[src/rtl/inst_mem_loader.sv]
// Write-side loader for the byte-addressed instruction memory. It accepts 32-bit words over
// a valid/ready handshake and writes each word as four little-endian bytes, one per cycle.
module inst_mem_loader #(
    parameter int MEM_BYTES = 16,
    parameter int ADDR_W    = 4,
    parameter int BASE_ADDR = 0
) (
    input  logic              clk,
    input  logic              reset,
    input  logic              start,
    input  logic              finish,
    input  logic              word_valid,
    input  logic [31:0]       word_in,
    output logic              word_ready,
    output logic              wr_en,
    output logic [ADDR_W-1:0] wr_addr,
    output logic [7:0]        wr_data,
    output logic              busy,
    output logic              full,
    output logic              done,
    output logic [ADDR_W-2:0] words_loaded
);

    typedef enum logic [2:0] {IDLE, ACCEPT, WRITE, FULL, DONE} state_t;

    localparam logic [ADDR_W-1:0] BASE      = ADDR_W'(BASE_ADDR);
    localparam logic [ADDR_W-1:0] LAST_WORD = ADDR_W'(MEM_BYTES - 4);
    localparam logic [ADDR_W-1:0] WORD_STEP = ADDR_W'(4);
    localparam logic [ADDR_W-2:0] ONE_WORD  = (ADDR_W-1)'(1);

    state_t            state;
    state_t            state_nxt;
    logic [ADDR_W-1:0] addr;
    logic [1:0]        byte_idx;
    logic [1:0]        nxt_idx;
    logic [31:0]       word_q;
    logic              last_byte;
    logic              at_top;

    function automatic logic [7:0] byte_of(input logic [31:0] w, input logic [1:0] k);
        logic [7:0] b;
        case (k)
            2'd0:    b = w[7:0];
            2'd1:    b = w[15:8];
            2'd2:    b = w[23:16];
            default: b = w[31:24];
        endcase
        return b;
    endfunction

    assign nxt_idx    = byte_idx + 2'd1;
    assign last_byte  = (byte_idx == 2'd3);
    // The word being finished occupies the top four bytes: the memory is full after it.
    assign at_top     = (addr == LAST_WORD);
    assign word_ready = (state == ACCEPT);

    always_ff @(posedge clk) begin
        if (reset) begin
            state <= IDLE;
        end else begin
            state <= state_nxt;
        end
    end

    always_comb begin
        state_nxt = state;
        case (state)
            IDLE, FULL, DONE: begin
                if (start) begin
                    state_nxt = ACCEPT;
                end
            end
            ACCEPT: begin
                if (word_valid) begin
                    state_nxt = WRITE;
                end else if (finish) begin
                    state_nxt = DONE;
                end
            end
            WRITE: begin
                if (last_byte) begin
                    state_nxt = at_top ? FULL : ACCEPT;
                end
            end
            default: state_nxt = IDLE;
        endcase
    end

    // Accepted word; byte 0 is taken straight from word_in, later bytes from here.
    always_ff @(posedge clk) begin
        if ((state == ACCEPT) && word_valid) begin
            word_q <= word_in;
        end
    end

    always_ff @(posedge clk) begin
        if (reset) begin
            addr         <= BASE;
            byte_idx     <= 2'd0;
            wr_en        <= 1'b0;
            wr_addr      <= '0;
            wr_data      <= '0;
            busy         <= 1'b0;
            full         <= 1'b0;
            done         <= 1'b0;
            words_loaded <= '0;
        end else begin
            wr_en <= 1'b0;
            case (state)
                IDLE, FULL, DONE: begin
                    if (start) begin
                        addr         <= BASE;
                        words_loaded <= '0;
                        full         <= 1'b0;
                        done         <= 1'b0;
                        busy         <= 1'b1;
                    end
                end
                ACCEPT: begin
                    if (word_valid) begin
                        byte_idx <= 2'd0;
                        wr_en    <= 1'b1;
                        wr_addr  <= addr;
                        wr_data  <= word_in[7:0];
                    end else if (finish) begin
                        done <= 1'b1;
                        busy <= 1'b0;
                    end
                end
                WRITE: begin
                    if (last_byte) begin
                        words_loaded <= words_loaded + ONE_WORD;
                        // Address never wraps: it stays on the last word once full.
                        if (at_top) begin
                            full <= 1'b1;
                            busy <= 1'b0;
                        end else begin
                            addr <= addr + WORD_STEP;
                        end
                    end else begin
                        byte_idx <= nxt_idx;
                        wr_en    <= 1'b1;
                        wr_addr  <= addr + ADDR_W'(nxt_idx);
                        wr_data  <= byte_of(word_q, nxt_idx);
                    end
                end
                default: ;
            endcase
        end
    end

endmodule

[config.mk]
export PLATFORM = sky130hd
export DESIGN_NAME = inst_mem_loader
export DESIGN_NICKNAME = d
export VERILOG_FILES = /design/src/rtl/inst_mem_loader.sv
export SDC_FILE = /design/constraint.sdc
export NUM_CORES = 1
export LEC_CHECK = 0
export CORE_ASPECT_RATIO = 1.5
export CORE_MARGIN = 2
export CORE_UTILIZATION = 45
export DETAILED_ROUTE_END_ITERATION = 16
export PLACE_DENSITY_LB_ADDON = 0.05
export SYNTH_ARGS = -nofsm -noshare
export SYNTH_HDL_FRONTEND = slang
export SYNTH_SLANG_ARGS = --single-unit
[constraint.sdc]
create_clock -name clk -period 6.8 [get_ports clk]
set_input_delay 1.36 -clock clk [delete_from_list [all_inputs] [get_ports clk]]
set_output_delay 1.36 -clock clk [all_outputs]
set_load 0.03 [all_outputs]
==> flow_metrics.env <==
export IMPL_syn_area_mm2=0.00252
export IMPL_setup_viol_count_final=0
export IMPL_final_nets=325
export IMPL_wl_per_cell_um=14.8
export IMPL_regArea_mm2=0.00148
export IMPL_numCtsBuffers=9
export IMPL_diodes=0
export IMPL_synth_fa_ha_area_share_pct=4.46
export IMPL_grt_max_degree=33
export IMPL_synth_seq_area_share_pct=58.7
export IMPL_postSynthAreaPerCell_um2=11.1
export IMPL_drc_errors=0
export IMPL_ys_warn_count=0
export IMPL_p_sw_share_pct=25.5
export IMPL_worst_pin_slew_ns=0.938
export IMPL_max_slew_margin_pct=37.3
export IMPL_synth_compound_area_share_pct=18.5
export IMPL_dieHeight_um=95.7
export IMPL_crit_path_start_kind="register"
export IMPL_syn_to_final_growth_pct=31.3
export IMPL_max_stage_delay_ns=0.68
export IMPL_synthCells=227
export IMPL_fp_dieW_um=65.1
export IMPL_r2r_cells=5
export IMPL_grt_pass1_vias=1801
export IMPL_period_share_pct=48.1
export IMPL_multi_input_comb_area_um2=953
export IMPL_pwr_share_comb_pct=16.3
export IMPL_syn_nets=273
export IMPL_synth_top_family_by_area="compound AO/OA/AOI/OAI gates"
export IMPL_drt_pass1_iter_count=5
export IMPL_intPower_mw=0.649
export IMPL_path_cells="nand2b_1, nor2_1, clkdlybuf4s50_1"
export IMPL_grt_total_usage_pct=18.8
export IMPL_clkSinkCount=58
export IMPL_critPathArrivalTime_ns=1.91
export IMPL_synthDistinctLibCells=38
export IMPL_end_kind="output pin"
export IMPL_worst_hold_path_type="reg -> reg"
export IMPL_cp_top_family="buffers and inverters"
export IMPL_ys_ff_latch=58
export IMPL_stdcell_count=354
export IMPL_wirelength_um=5250
export IMPL_drive_gt1_share_pct=7.04
export IMPL_fmax_mhz=306
export IMPL_drtIter0Drc=135
export IMPL_num_fill_cells=507
export IMPL_seq_power_share_pct=47.9
export IMPL_yosys_area_share_simple_pct=13.5
export IMPL_async_reset_ff_share_pct=0
export IMPL_leakage_nw=1.16
export IMPL_ir_worst_vdd_v=0.000177
export IMPL_cp_max_fo=16
export IMPL_hold_depth=2
export IMPL_hold_viol=0
export IMPL_placed_cell_area_mm2=0.00311
export IMPL_start_util_pct=46.3
export IMPL_p_per_area_mw_per_mm2=263
export IMPL_io_pins=57
export IMPL_synth_edf_count=32
export IMPL_maxCapViolCount=0
export IMPL_io_buffers=56
export IMPL_gp_congestion=0.750
export IMPL_postCtsSetupBuffers=0
export IMPL_clkPwrFrac_pct=35.9
export IMPL_hold_buffers=0
export IMPL_overflow=0
export IMPL_htree_levels=3
export IMPL_power_switching_mw=0.222
export IMPL_vias=1868
export IMPL_clk_pin_slew_worst_paths_ns=0.07
export IMPL_antenna_found_initial=0
export IMPL_clk_path_buf_depth=2
export IMPL_grt_first_pass_wirelength_um=8620
export IMPL_criticalPathCategory="reg -> out"
export IMPL_cp_depth=3
export IMPL_final_antenna_net_count=0
export IMPL_rows=33
export IMPL_synthFlopType="edfxtp_1"
export IMPL_required_ns=5.44
export IMPL_period_needed_ns=3.27
export IMPL_cpMaxStageDelayCell="clkdlybuf4s50_1"
export IMPL_core_area_mm2=0.00545
export IMPL_cts_root_buf="clkbuf_8"
export IMPL_dp_cells=338
export IMPL_status="finished, final reports clean"
export IMPL_dieArea_mm2=0.00623
export IMPL_synth_xor_area_share_pct=0.347
export IMPL_cts_tree="done"
export IMPL_fin_setup_tns_ns=0
export IMPL_slew_viol_final=0
export IMPL_cp_num_buf_inv=1
export IMPL_vias_per_cell=5.28
export IMPL_worstSkewPairLatency_ns=0.33
export IMPL_post_cts_resized=0
export IMPL_hpwlAfterDp_um=3680
export IMPL_finClkSkew_ns=0.00891
export IMPL_fin_area_mm2=0.00331
export IMPL_rsz0062_at_grt="no"
export IMPL_final_util_pct=60.8
export IMPL_yosys_mux_area_fraction_pct=0.794
path summary, 6_finish.rpt:
path,slack (ns),endpoint,startpoint
max,3.53,word_ready,state[0]
min,0.46,wr_addr[1],wr_addr[1]
max reg2reg,4.70,wr_addr[2],byte_idx[0]
min reg2reg,0.46,wr_addr[1],wr_addr[1]
sequential cells by signal, summed over array words and instances, names as in the netlist:
| signal | flops |
|---|---|
| wr_data | 8 |
| busy | 1 |
| word_q | 32 |
| byte_idx | 2 |
| full | 1 |
| wr_addr | 4 |
| words_loaded | 3 |
| wr_en | 1 |
| addr | 2 |
| state | 3 |
| done | 1 |
tightest hold or removal path, cell delays in order (launching register included):
cell and delay [ns]:
dfxtp_1 0.31, nand2_1 0.05, a21oi_1 0.05
cell type report:
cell class | count | share of cell area [%]
flip-flops and latches | 58 | 44.7
clock inverters | 1 | 0.151
multi-input cells | 148 | 28.8
inverters | 5 | 0.567
repair buffers | 57 | 17.2
clock buffers | 15 | 5.97
well taps | 70 | 2.64
layer usage:
metal,GRT usage [%],share of wire (%),vias up
li1,-,-,935
met1,21.9,43,877
met2,31.9,52,52
met3,5.15,4.0,4
met4,8.85,0.82,0
met5,0,0,-
through the flow:
stage | setup WS [ns] | hold WS, ns | total power [mW]
final | 3.53 | 0.456 | 0.872
after floorplan | 3.28 | 0.462 | 0.507
after CTS | 3.50 | 0.463 | 0.884
after global placement | 3.62 | 0.447 | 0.566
after global routing | 3.42 | 0.490 | 0.913
after detailed placement | 3.58 | 0.454 | 0.567
power groups by stage:
stage,sequential (mW),combinational [mW],clock [mW]
finish,0.417,0.142,0.313
global route,0.419,0.153,0.341
CTS,0.417,0.143,0.324
detailed placement,0.424,0.143,0
global placement,0.424,0.142,0
floorplan,0.438,0.0686,0
logic make-up (layout without fill, tap and decap cells):
| kind of cell | count (synthesis) | count (layout) |
|---|---|---|
| multiplexers | 2 | 2 |
| other | 1 | 1 |
| flip-flops | 58 | 58 |
| AND/OR/NAND/NOR | 66 | 66 |
| AO/OA/AOI/OAI | 69 | 69 |
| adder cells (fa/ha/maj) | 9 | 9 |
| XOR/XNOR | 1 | 1 |
| buffers and inverters | 21 | 78 |
Yosys cell counts (all sizes together) (2+ instances only):
cell     n  area [µm²]
edfxtp  32         961
nor2    28         108
dfxtp   26         521
a21oi   24         124
buf     11        52.6
a211oi  10        75.1
nor2b   10        62.6
ha       9         113
o21a     9        67.6
a22oi    8        60.1
nand2    8        30.0
o32ai    8        70.1
clkbuf   5        18.8
inv      5        18.8
nand2b   4        25.0
nand3b   4        30.0
o21ai    4        20.0
nor3     3        15.0
mux2i    2        20.0
or2      2        12.5
or3b     2        17.5
layout by cell type (no fill, tap or decap), types with 2 or more instances in the layout:
cell type        count
clkdlybuf4s50_1     56
edfxtp_1            32
nor2_1              26
dfxtp_1             26
a21oi_1             23
clkbuf_8            12
a211oi_1            10
nor2b_1             10
o21a_1               9
ha_1                 9
nand2_1              8
a22oi_1              8
o32ai_1              8
inv_1                5
nand2b_1             4
nand3b_1             4
o21ai_0              4
nor3_1               3
nor2_2               2
or3b_1               2
mux2i_1              2
or2_2                2
clkbuf_1             2
No activity file was read; power rests on OpenSTA's default activity.
